### src/rtl/div_seq_pkg.sv
`default_nettype none
// +----------------------------------------------------------------------+
// | Module      : div_seq_pkg                                            |
// | Description : Shared divider state encodings and status constants,  |
// |               also used by the datapath and hazard unit.             |
// | Revision    : 1.0 - initial release                                  |
// +----------------------------------------------------------------------+
package div_seq_pkg;

   // Divider FSM state encodings
   localparam int unsigned c_state_w     = 2;
   localparam logic [1:0]  c_div_idle    = 2'b00;
   localparam logic [1:0]  c_div_divzero = 2'b01;
   localparam logic [1:0]  c_div_on      = 2'b10;
   localparam logic [1:0]  c_div_end     = 2'b11;

   // Result-status constants seen by the pipeline
   localparam logic c_div_result_ready     = 1'b1;
   localparam logic c_div_result_not_ready = 1'b0;

   // Iteration counter width (counts 0..31 for a 32-bit datapath)
   localparam int unsigned c_cnt_w = 6;

   // Counter value of the final restoring step for a given operand width
   function automatic logic [c_cnt_w-1:0] last_iter(input int unsigned width);
      return c_cnt_w'(width - 1);
   endfunction

endpackage
`default_nettype wire

### src/rtl/div_step.sv
`default_nettype none
// +----------------------------------------------------------------------+
// | Module      : div_step                                               |
// | Description : One combinational restoring-division step. Takes the  |
// |               shifted partial remainder and the divisor magnitude,   |
// |               returns the next remainder and one quotient bit.       |
// | Revision    : 1.0 - initial release                                  |
// +----------------------------------------------------------------------+
module div_step #(
   parameter int WIDTH = 32
) (
   input  logic [WIDTH:0]   partial,
   input  logic [WIDTH-1:0] divisor,
   output logic [WIDTH-1:0] rem_next,
   output logic             quo_bit
);

   logic [WIDTH:0] w_diff;

   // Trial subtract; keep the difference only when it did not go negative.
   // The partial remainder is always below twice the divisor, so WIDTH+1
   // bits are enough for the sign of the difference to be meaningful.
   always_comb begin
      w_diff   = partial - {1'b0, divisor};
      quo_bit  = ~w_diff[WIDTH];
      rem_next = quo_bit ? w_diff[WIDTH-1:0] : partial[WIDTH-1:0];
   end

endmodule
`default_nettype wire

### src/rtl/div_seq.sv
`default_nettype none
// +----------------------------------------------------------------------+
// | Module      : div_seq                                                |
// | Description : Sequential restoring divider for DIV/DIVU. One step   |
// |               per cycle, magnitudes divided, signs fixed in END.     |
// |               result_o = {remainder, quotient} for HI/LO.            |
// | Revision    : 1.0 - initial release                                  |
// +----------------------------------------------------------------------+
module div_seq
   import div_seq_pkg::*;
#(
   parameter int WIDTH = 32
) (
   input  logic               clk,
   input  logic               rst,
   input  logic               start_i,
   input  logic               signed_i,
   input  logic               annul_i,
   input  logic [WIDTH-1:0]   opdata1_i,
   input  logic [WIDTH-1:0]   opdata2_i,
   output logic [2*WIDTH-1:0] result_o,
   output logic               ready_o,
   output logic               busy_o
);

   logic [c_state_w-1:0] r_state;
   logic [c_state_w-1:0] w_state_next;
   logic [c_cnt_w-1:0]   r_cnt;
   logic [WIDTH-1:0]     r_rem;
   logic [WIDTH-1:0]     r_quo;     // dividend magnitude, shifted out as quotient shifts in
   logic [WIDTH-1:0]     r_dvs;
   logic                 r_neg_q;
   logic                 r_neg_r;
   logic [2*WIDTH-1:0]   r_result;

   logic                 w_accept;
   logic                 w_last;
   logic [WIDTH-1:0]     w_abs_a;
   logic [WIDTH-1:0]     w_abs_b;
   logic [WIDTH-1:0]     w_rem_next;
   logic                 w_qbit;
   logic [WIDTH-1:0]     w_q_fix;
   logic [WIDTH-1:0]     w_r_fix;
   logic [2*WIDTH-1:0]   w_final;

   assign w_accept = (r_state == c_div_idle) && start_i && !annul_i;
   assign w_last   = (r_cnt == last_iter(WIDTH));

   // Two's-complement magnitudes for signed requests; the most negative
   // value maps onto itself, which is its correct unsigned magnitude
   assign w_abs_a  = (signed_i && opdata1_i[WIDTH-1]) ? -opdata1_i : opdata1_i;
   assign w_abs_b  = (signed_i && opdata2_i[WIDTH-1]) ? -opdata2_i : opdata2_i;

   // Sign correction of the finished magnitudes
   assign w_q_fix  = r_neg_q ? -r_quo : r_quo;
   assign w_r_fix  = r_neg_r ? -r_rem : r_rem;
   assign w_final  = {w_r_fix, w_q_fix};

   div_step #(
      .WIDTH    (WIDTH)
   ) u_div_step (
      .partial  ({r_rem, r_quo[WIDTH-1]}),
      .divisor  (r_dvs),
      .rem_next (w_rem_next),
      .quo_bit  (w_qbit)
   );

   // State register; reset wins over any request or annul
   always_ff @(posedge clk) begin
      if (rst) begin
         r_state <= c_div_idle;
      end else begin
         r_state <= w_state_next;
      end
   end

   // Next-state logic
   always_comb begin
      w_state_next = r_state;
      case (r_state)
         c_div_idle: begin
            if (w_accept) begin
               w_state_next = (opdata2_i == '0) ? c_div_divzero : c_div_on;
            end
         end
         c_div_divzero: begin
            w_state_next = annul_i ? c_div_idle : c_div_end;
         end
         c_div_on: begin
            if (annul_i) begin
               w_state_next = c_div_idle;
            end else if (w_last) begin
               w_state_next = c_div_end;
            end
         end
         c_div_end: begin
            w_state_next = c_div_idle;
         end
         default: begin
            w_state_next = c_div_idle;
         end
      endcase
   end

   // Outputs: stall request, one-cycle ready pulse, result held between ENDs
   always_comb begin
      busy_o   = !rst && (w_accept || (r_state == c_div_on) || (r_state == c_div_divzero));
      ready_o  = (!rst && (r_state == c_div_end)) ? c_div_result_ready : c_div_result_not_ready;
      result_o = (r_state == c_div_end) ? w_final : r_result;
   end

   // Datapath: latch operands on accept, iterate in ON, capture result in END
   always_ff @(posedge clk) begin
      if (rst) begin
         r_cnt    <= '0;
         r_rem    <= '0;
         r_quo    <= '0;
         r_dvs    <= '0;
         r_neg_q  <= 1'b0;
         r_neg_r  <= 1'b0;
         r_result <= '0;
      end else begin
         case (r_state)
            c_div_idle: begin
               if (w_accept) begin
                  r_cnt   <= '0;
                  r_rem   <= '0;
                  r_quo   <= w_abs_a;
                  r_dvs   <= w_abs_b;
                  r_neg_q <= signed_i && (opdata1_i[WIDTH-1] ^ opdata2_i[WIDTH-1]);
                  r_neg_r <= signed_i && opdata1_i[WIDTH-1];
               end
            end
            c_div_divzero: begin
               r_rem <= '0;
               r_quo <= '0;
            end
            c_div_on: begin
               r_rem <= w_rem_next;
               r_quo <= {r_quo[WIDTH-2:0], w_qbit};
               r_cnt <= r_cnt + 1'b1;
            end
            c_div_end: begin
               r_result <= w_final;
            end
            default: begin
               r_cnt <= '0;
            end
         endcase
      end
   end

endmodule
`default_nettype wire

### config.mk
export PLATFORM = sky130hd
export DESIGN_NAME = div_seq
export DESIGN_NICKNAME = d
export VERILOG_FILES = /design/src/rtl/div_seq_pkg.sv /design/src/rtl/div_step.sv /design/src/rtl/div_seq.sv
export SDC_FILE = /design/constraint.sdc
export NUM_CORES = 1
export LEC_CHECK = 0
export ABC_AREA = 1
export BUFFER_PORTS_ARGS = -buffer_cell sky130_fd_sc_hd__buf_2
export CELL_PAD_IN_SITES_DETAIL_PLACEMENT = 1
export CELL_PAD_IN_SITES_GLOBAL_PLACEMENT = 2
export CORE_ASPECT_RATIO = 2
export CORE_MARGIN = 1
export CORE_UTILIZATION = 29
export CTS_CLUSTER_DIAMETER = 80
export DETAILED_ROUTE_END_ITERATION = 12
export PLACE_DENSITY = 0.83
export SLEW_MARGIN = 5
export SYNTH_ARGS = -nofsm -noshare
export SYNTH_HDL_FRONTEND = slang
export SYNTH_SLANG_ARGS = --single-unit
### constraint.sdc
create_clock -name clk -period 2.1 [get_ports clk]
set_input_delay 0.105 -clock clk [delete_from_list [all_inputs] [get_ports clk]]
set_output_delay 0.105 -clock clk [all_outputs]
set_load 0.1 [all_outputs]
== Word-level counts from Yosys, hierarchy flattened ==
Cells that the tools add are included.
Word-level totals
  register bits after elaboration: 170
  input port bits: 69
  logic and storage cells: 60
Operators by class
  add/sub/neg operators: 6
  equal/unequal tests: 6
  mux-type cells: 19
  bitwise operators: 2
  reduce and logical (&&, ||, !) cells: 19
Operators by type and width (number)
  32-bit 2-to-1 mux: 7
  32-bit case mux with 3 select lines: 2
  32-bit negator: 4
  64-bit 2-to-1 mux: 1
  33-bit by 32-bit subtractor with 33-bit output: 1
  32-bit zero test: 1
  6-bit case mux with 2 select lines: 1
  2-bit 2-to-1 mux: 5
  2-bit case mux with 4 select lines: 1
  2-bit AND reduction: 4
  1-bit logical AND: 7
  6-bit by 1-bit adder with 6-bit output, second input constant: 1
  6-bit by 5-bit equality test with 1-bit output, second input constant: 1
  6-bit 2-to-1 mux: 1
  2-bit equality test, second input constant: 2
  3-bit != test, second input constant: 1
  3-bit nonzero test: 1
  2-bit by 1-bit equality test with 1-bit output, second input constant: 1
  1-bit zero test: 2
  2-bit zero test: 1
  1-bit logical OR: 2
  2-bit != test, second input constant: 1
  2-bit nonzero test: 1
  1-bit 2-to-1 mux: 1
  other kinds (2): 2

== Depth between registers and ports, before layout ==
  depth in word-level cells: 6
  mapped depth: 18
  mapped depth without buffers: 17

== Hierarchy ==
A second synthesis with hierarchy kept.
Second synthesis, totals
  cells, all modules: 2412
  area total of the unflattened synthesis: 13778.2 um^2
Modules (own cells, without submodules)
  div_seq: times used 1, cells each 1732, area each 10627.7 um^2, sequential area each 3403.3 um^2
  div_step: times used 1, cells each 680, area each 3150.5 um^2, sequential area each 0.0 um^2

== Least setup slack after synthesis ==
No wires, ideal clock.
  kind: reg2reg
  start point: register r_state[0]
  end point: register r_result[1]
  arrival time: 3301 ps
  setup slack: -1275 ps
  cell stages (with the launch flop): 7
  buffers on the path: 2
  period minus slack after synthesis: 3375 ps
  cells stage by stage: dfxtp_1 ha_1 clkbuf_1 clkbuf_1 o21ai_0 inv_1 nor2_1
Between the ends
  longest elaborated chain between the ends: 2
RTL lines
  start, declared: RTL line div_seq.sv:26  | logic [c_state_w-1:0] r_state;
  start signal, assigned: RTL line div_seq.sv:71  | r_state <= c_div_idle;
  start signal, assigned: RTL line div_seq.sv:73  | r_state <= w_state_next;
  2-bit equality test
  64-bit 2-to-1 mux
  named net result_o[1]: RTL line div_seq.sv:21  | output logic [2*WIDTH-1:0] result_o,
  end signal, assigned: RTL line div_seq.sv:144  | r_result <= w_final;
  end, declared: RTL line div_seq.sv:34  | logic [2*WIDTH-1:0] r_result;
The timed path passes the listed nets, and every way through them passes these cells.
A chain may end at the register's enable or synchronous reset.

== Worst setup path after layout ==
  start point: register r_dvs[14]
  end point: register r_rem[17]
Between the ends
  longest elaborated chain between the ends: 3
RTL lines
  start, declared: RTL line div_seq.sv:31  | logic [WIDTH-1:0] r_dvs;
  start signal, assigned: RTL line div_seq.sv:129  | r_dvs <= w_abs_b;
  33-bit by 32-bit subtractor with 33-bit output: RTL line div_step.sv:24  | w_diff = partial - {1'b0, divisor};
  32-bit 2-to-1 mux: RTL line div_step.sv:26  | rem_next = quo_bit ? w_diff[WIDTH-1:0] : partial[WIDTH-1:0];
  32-bit case mux with 3 select lines: RTL line div_seq.sv:123  | case (r_state)
  end signal, assigned: RTL line div_seq.sv:139  | r_rem <= w_rem_next;
  end, declared: RTL line div_seq.sv:29  | logic [WIDTH-1:0] r_rem;
Every way passes these cells.

==> impl_metrics.tcl <==
set metrics [dict create \
    outcome "complete, but fails checks" \
    violations "setup timing" \
    drc_errors 0 \
    num_vias 18070 \
    slew_viol_final 0 \
    totalWireLength_um 79370 \
    numCtsBuffers 17 \
    crit_fanout 7 \
    gp_congestion 0.9317 \
    critPathRequiredTime_ps 2420 \
    slew_headroom_pct 51.35 \
    clk_latency_ps 470 \
    synth.cell_area_mm2 0.01334 \
    avgSynthCellArea_um2 5.839 \
    vias_per_cell 5.361 \
    rsz0062_at_grt "true" \
    grt_overflow 0 \
    clock_sinks 170 \
    rr_worst_depth 15 \
    multi_input_area_mm2 0.01110 \
    fin_setup_tns_ps -30360 \
    r2r-end "r_rem[17]$_SDFFE_PP0P_" \
    reg2reg_setup_slack_ps -540 \
    grt_pass1_vias 19150 \
    hold_viol 0 \
    synthArstFlopShare_pct 0 \
    synth_edf_count 0 \
    synthFlopType "dfxtp_1" \
    drt-initial-drc-count 823 \
    pin_count 135 \
    setup_violations 90 \
    htreeDepth 4 \
    crit_arrival_ps 2960 \
    grt_pass1_wl_um 106300 \
    cts_root_buf "clkbuf_16" \
    antenna_found_initial 0 \
    port_buffers 134 \
    fmax_mhz 378.7 \
    clockBufferDepth 2 \
    finClkSkew_ps 18.31 \
    cp-start-kind "flop" \
    die_width_um 153.6 \
    fillers 5588 \
    period_needed_ps 2641 \
    start_util_pct 29.54 \
    hpwl_um 52690 \
    final_common_cell "nand2_1" \
    synth_seq_cells 170 \
    hp-class "in -> reg" \
    end_kind "flop" \
    power_uw 27560 \
    worst_slew_pin_slew_ps 729.7 \
    synth_cells 2284 \
    worstHoldPathCells 5 \
    finalCritPeriodShare_pct 125.7 \
    dieHeight_um 305.3 \
    p_leak_uw 0.01098 \
    dieArea_mm2 0.04690 \
    rows 110 \
    cts_tree "built" \
    grt_start_max_net_pins 119 \
    clkTransAtPathRegs_ps 70 \
    synth_warnings 0 \
    worst-setup-path-type "reg -> reg" \
    maxCapViolCount 0 \
    synthToLayoutAreaGrowth_pct 71.55 \
    crit_start "r_dvs[14]$_SDFFE_PP0P_" \
    fin_nets 2911 \
    core_mm2 0.04514 \
    dr.pass1.iters 5 \
    layout_common_cells "nand2_1 (514), buf_4 (338), inv_1 (287), a21oi_1 (157), nor2_1 (146)" \
    grt_util_all_layers_pct 29.92 \
    powerDensity_mw_per_mm2 1205 \
    synth_fp_nets 2396 \
    detail-route-antenna-nets 0 \
    worst_slack_ps -540.5 \
    ys_types 46 \
    antenna_cells 0 \
    regArea_mm2 0.003513 \
    drive_gt1_share_pct 42.05 \
    synth_seq_area_share_pct 25.52 \
    wire_per_inst_um 23.55 \
    crit_path_end "r_rem[17]$_SDFFE_PP0P_" \
    ir_drop_v 0.0007460 \
    r2r_start "r_dvs[14]$_SDFFE_PP0P_" \
]
## worst max-delay path, cell delays in order (launching register included)
cell,delay (ps)
dfxtp_1,310
inv_1,170
ha_1,310
nand2_2,110
inv_2,50
nand2_2,100
inv_1,100
a21oi_2,230
nand2_2,120
nand2_4,140
nand2_8,90
nand2_8,180
buf_12,180
nand3_2,180
nand3_2,150
a21oi_2,60
## worst min-delay path by stage
stage	end	from	slack (ps)
3_3_place_gp	r_dvs[20]$_SDFFE_PP0P_	opdata2_i[20]	430
4_1_cts	r_dvs[1]$_SDFFE_PP0P_	opdata2_i[1]	0.4
2_1_floorplan	r_dvs[20]$_SDFFE_PP0P_	opdata2_i[20]	240
5_1_grt	r_quo[19]$_SDFFE_PP0P_	opdata1_i[19]	30
6_report	r_dvs[15]$_SDFFE_PP0P_	opdata2_i[15]	10
3_5_place_dp	r_dvs[19]$_SDFFE_PP0P_	opdata2_i[19]	440
## kinds of logic after synthesis
kind of cell | share of synthesized area, %
AOI/OAI and AO/OA | 14.77
xor gates and xnor gates | 3.481
adders and majority gates | 4.090
buffers and inverters | 12.64
DFF | 25.52
and+or+nand+nor | 39.51
## flip-flops by register name, indices dropped and copies added (netlist names)
name	flops
r_quo	32
r_neg_r	1
r_result	64
r_state	2
r_dvs	32
r_rem	32
r_cnt	6
r_neg_q	1
## where the power goes
group	switching, uW	internal (uW)	total, uW	leakage [uW]
Combinational	12300	7700	20000	0.00930
Clock	1560	1740	3300	0.000271
Sequential	456	3780	4230	0.00141
## layout make-up
class                   instances  share of cell area [%]
repair buffers                576                   24.52
multi-input cells            1684                   48.52
well taps                     560                   3.062
flip-flops and latches        170                   15.36
clock buffers                  23                   2.089
inverters                     350                   6.087
clock inverters                 8                  0.3719
## through the flow
stage | setup WS [ps] | hold slack [ps] | utilization [%] | area [um2] | std cells
floorplan | -467.6 | 243.4 | - | 13470 | 2284
finish | -540.5 | 13.79 | 50.68 | 22880 | 3371
global route | -634.3 | 33.41 | 50.68 | 22880 | 3371
global placement | -428.5 | 426.3 | 39.48 | 17820 | 3199
detailed placement | -414.9 | 437.1 | 39.48 | 17820 | 3199
CTS | -420.7 | 0.4151 | 47.21 | 21310 | 3323
## cells in the mapped netlist, types with 2 or more instances
| library cell | number | area (um2) |
|---|---|---|
| nand2_2 | 10 | 62.56 |
| a21o_1 | 2 | 15.01 |
| xnor2_1 | 15 | 131.4 |
| o21ai_1 | 4 | 20.02 |
| o211ai_1 | 11 | 82.58 |
| clkbuf_1 | 58 | 217.7 |
| nand3b_1 | 16 | 120.1 |
| a21oi_1 | 198 | 991.0 |
| o221ai_1 | 5 | 43.79 |
| a221oi_1 | 8 | 70.07 |
| xor2_1 | 38 | 332.8 |
| buf_2 | 9 | 45.04 |
| nand3_2 | 5 | 50.05 |
| inv_1 | 340 | 1276 |
| dfxtp_1 | 170 | 3403 |
| a31oi_1 | 3 | 18.77 |
| o21bai_1 | 4 | 30.03 |
| nand2_1 | 647 | 2429 |
| nand2_4 | 4 | 45.04 |
| nor3b_1 | 4 | 30.03 |
| nor2_1 | 196 | 735.7 |
| clkinv_1 | 2 | 7.510 |
| ha_1 | 42 | 525.5 |
| and3_1 | 3 | 18.77 |
| buf_6 | 6 | 67.56 |
| nor3_1 | 32 | 160.2 |
| nand4_1 | 21 | 131.4 |
| or2_2 | 28 | 175.2 |
| o21ai_0 | 116 | 580.6 |
| nor3_2 | 2 | 20.02 |
| buf_1 | 11 | 41.29 |
| inv_2 | 8 | 30.03 |
| and2_1 | 3 | 18.77 |
| nand3_1 | 241 | 1206 |
| a21oi_2 | 2 | 17.52 |
| nor2_2 | 7 | 43.79 |
| o31ai_1 | 4 | 30.03 |
## metal layers
layer | GRT usage (%) | share of wire, %
met1 | 25.55 | 32
met2 | 59.77 | 54
met3 | 3.176 | 3.6
met4 | 26.33 | 10
met5 | 0 | 0
## repair_timing
action | 4_1_cts | 5_1_grt
gates resized for setup | 534 | 279
endpoints found under the hold margin | 17 | 0
cloned | 5 | 3
pin swaps | 151 | 166
endpoints found under the setup margin | 112 | 109
hold buffers | 17 | 0
buffers inserted | 74 | 59
(Power assumes the default switching activity.)
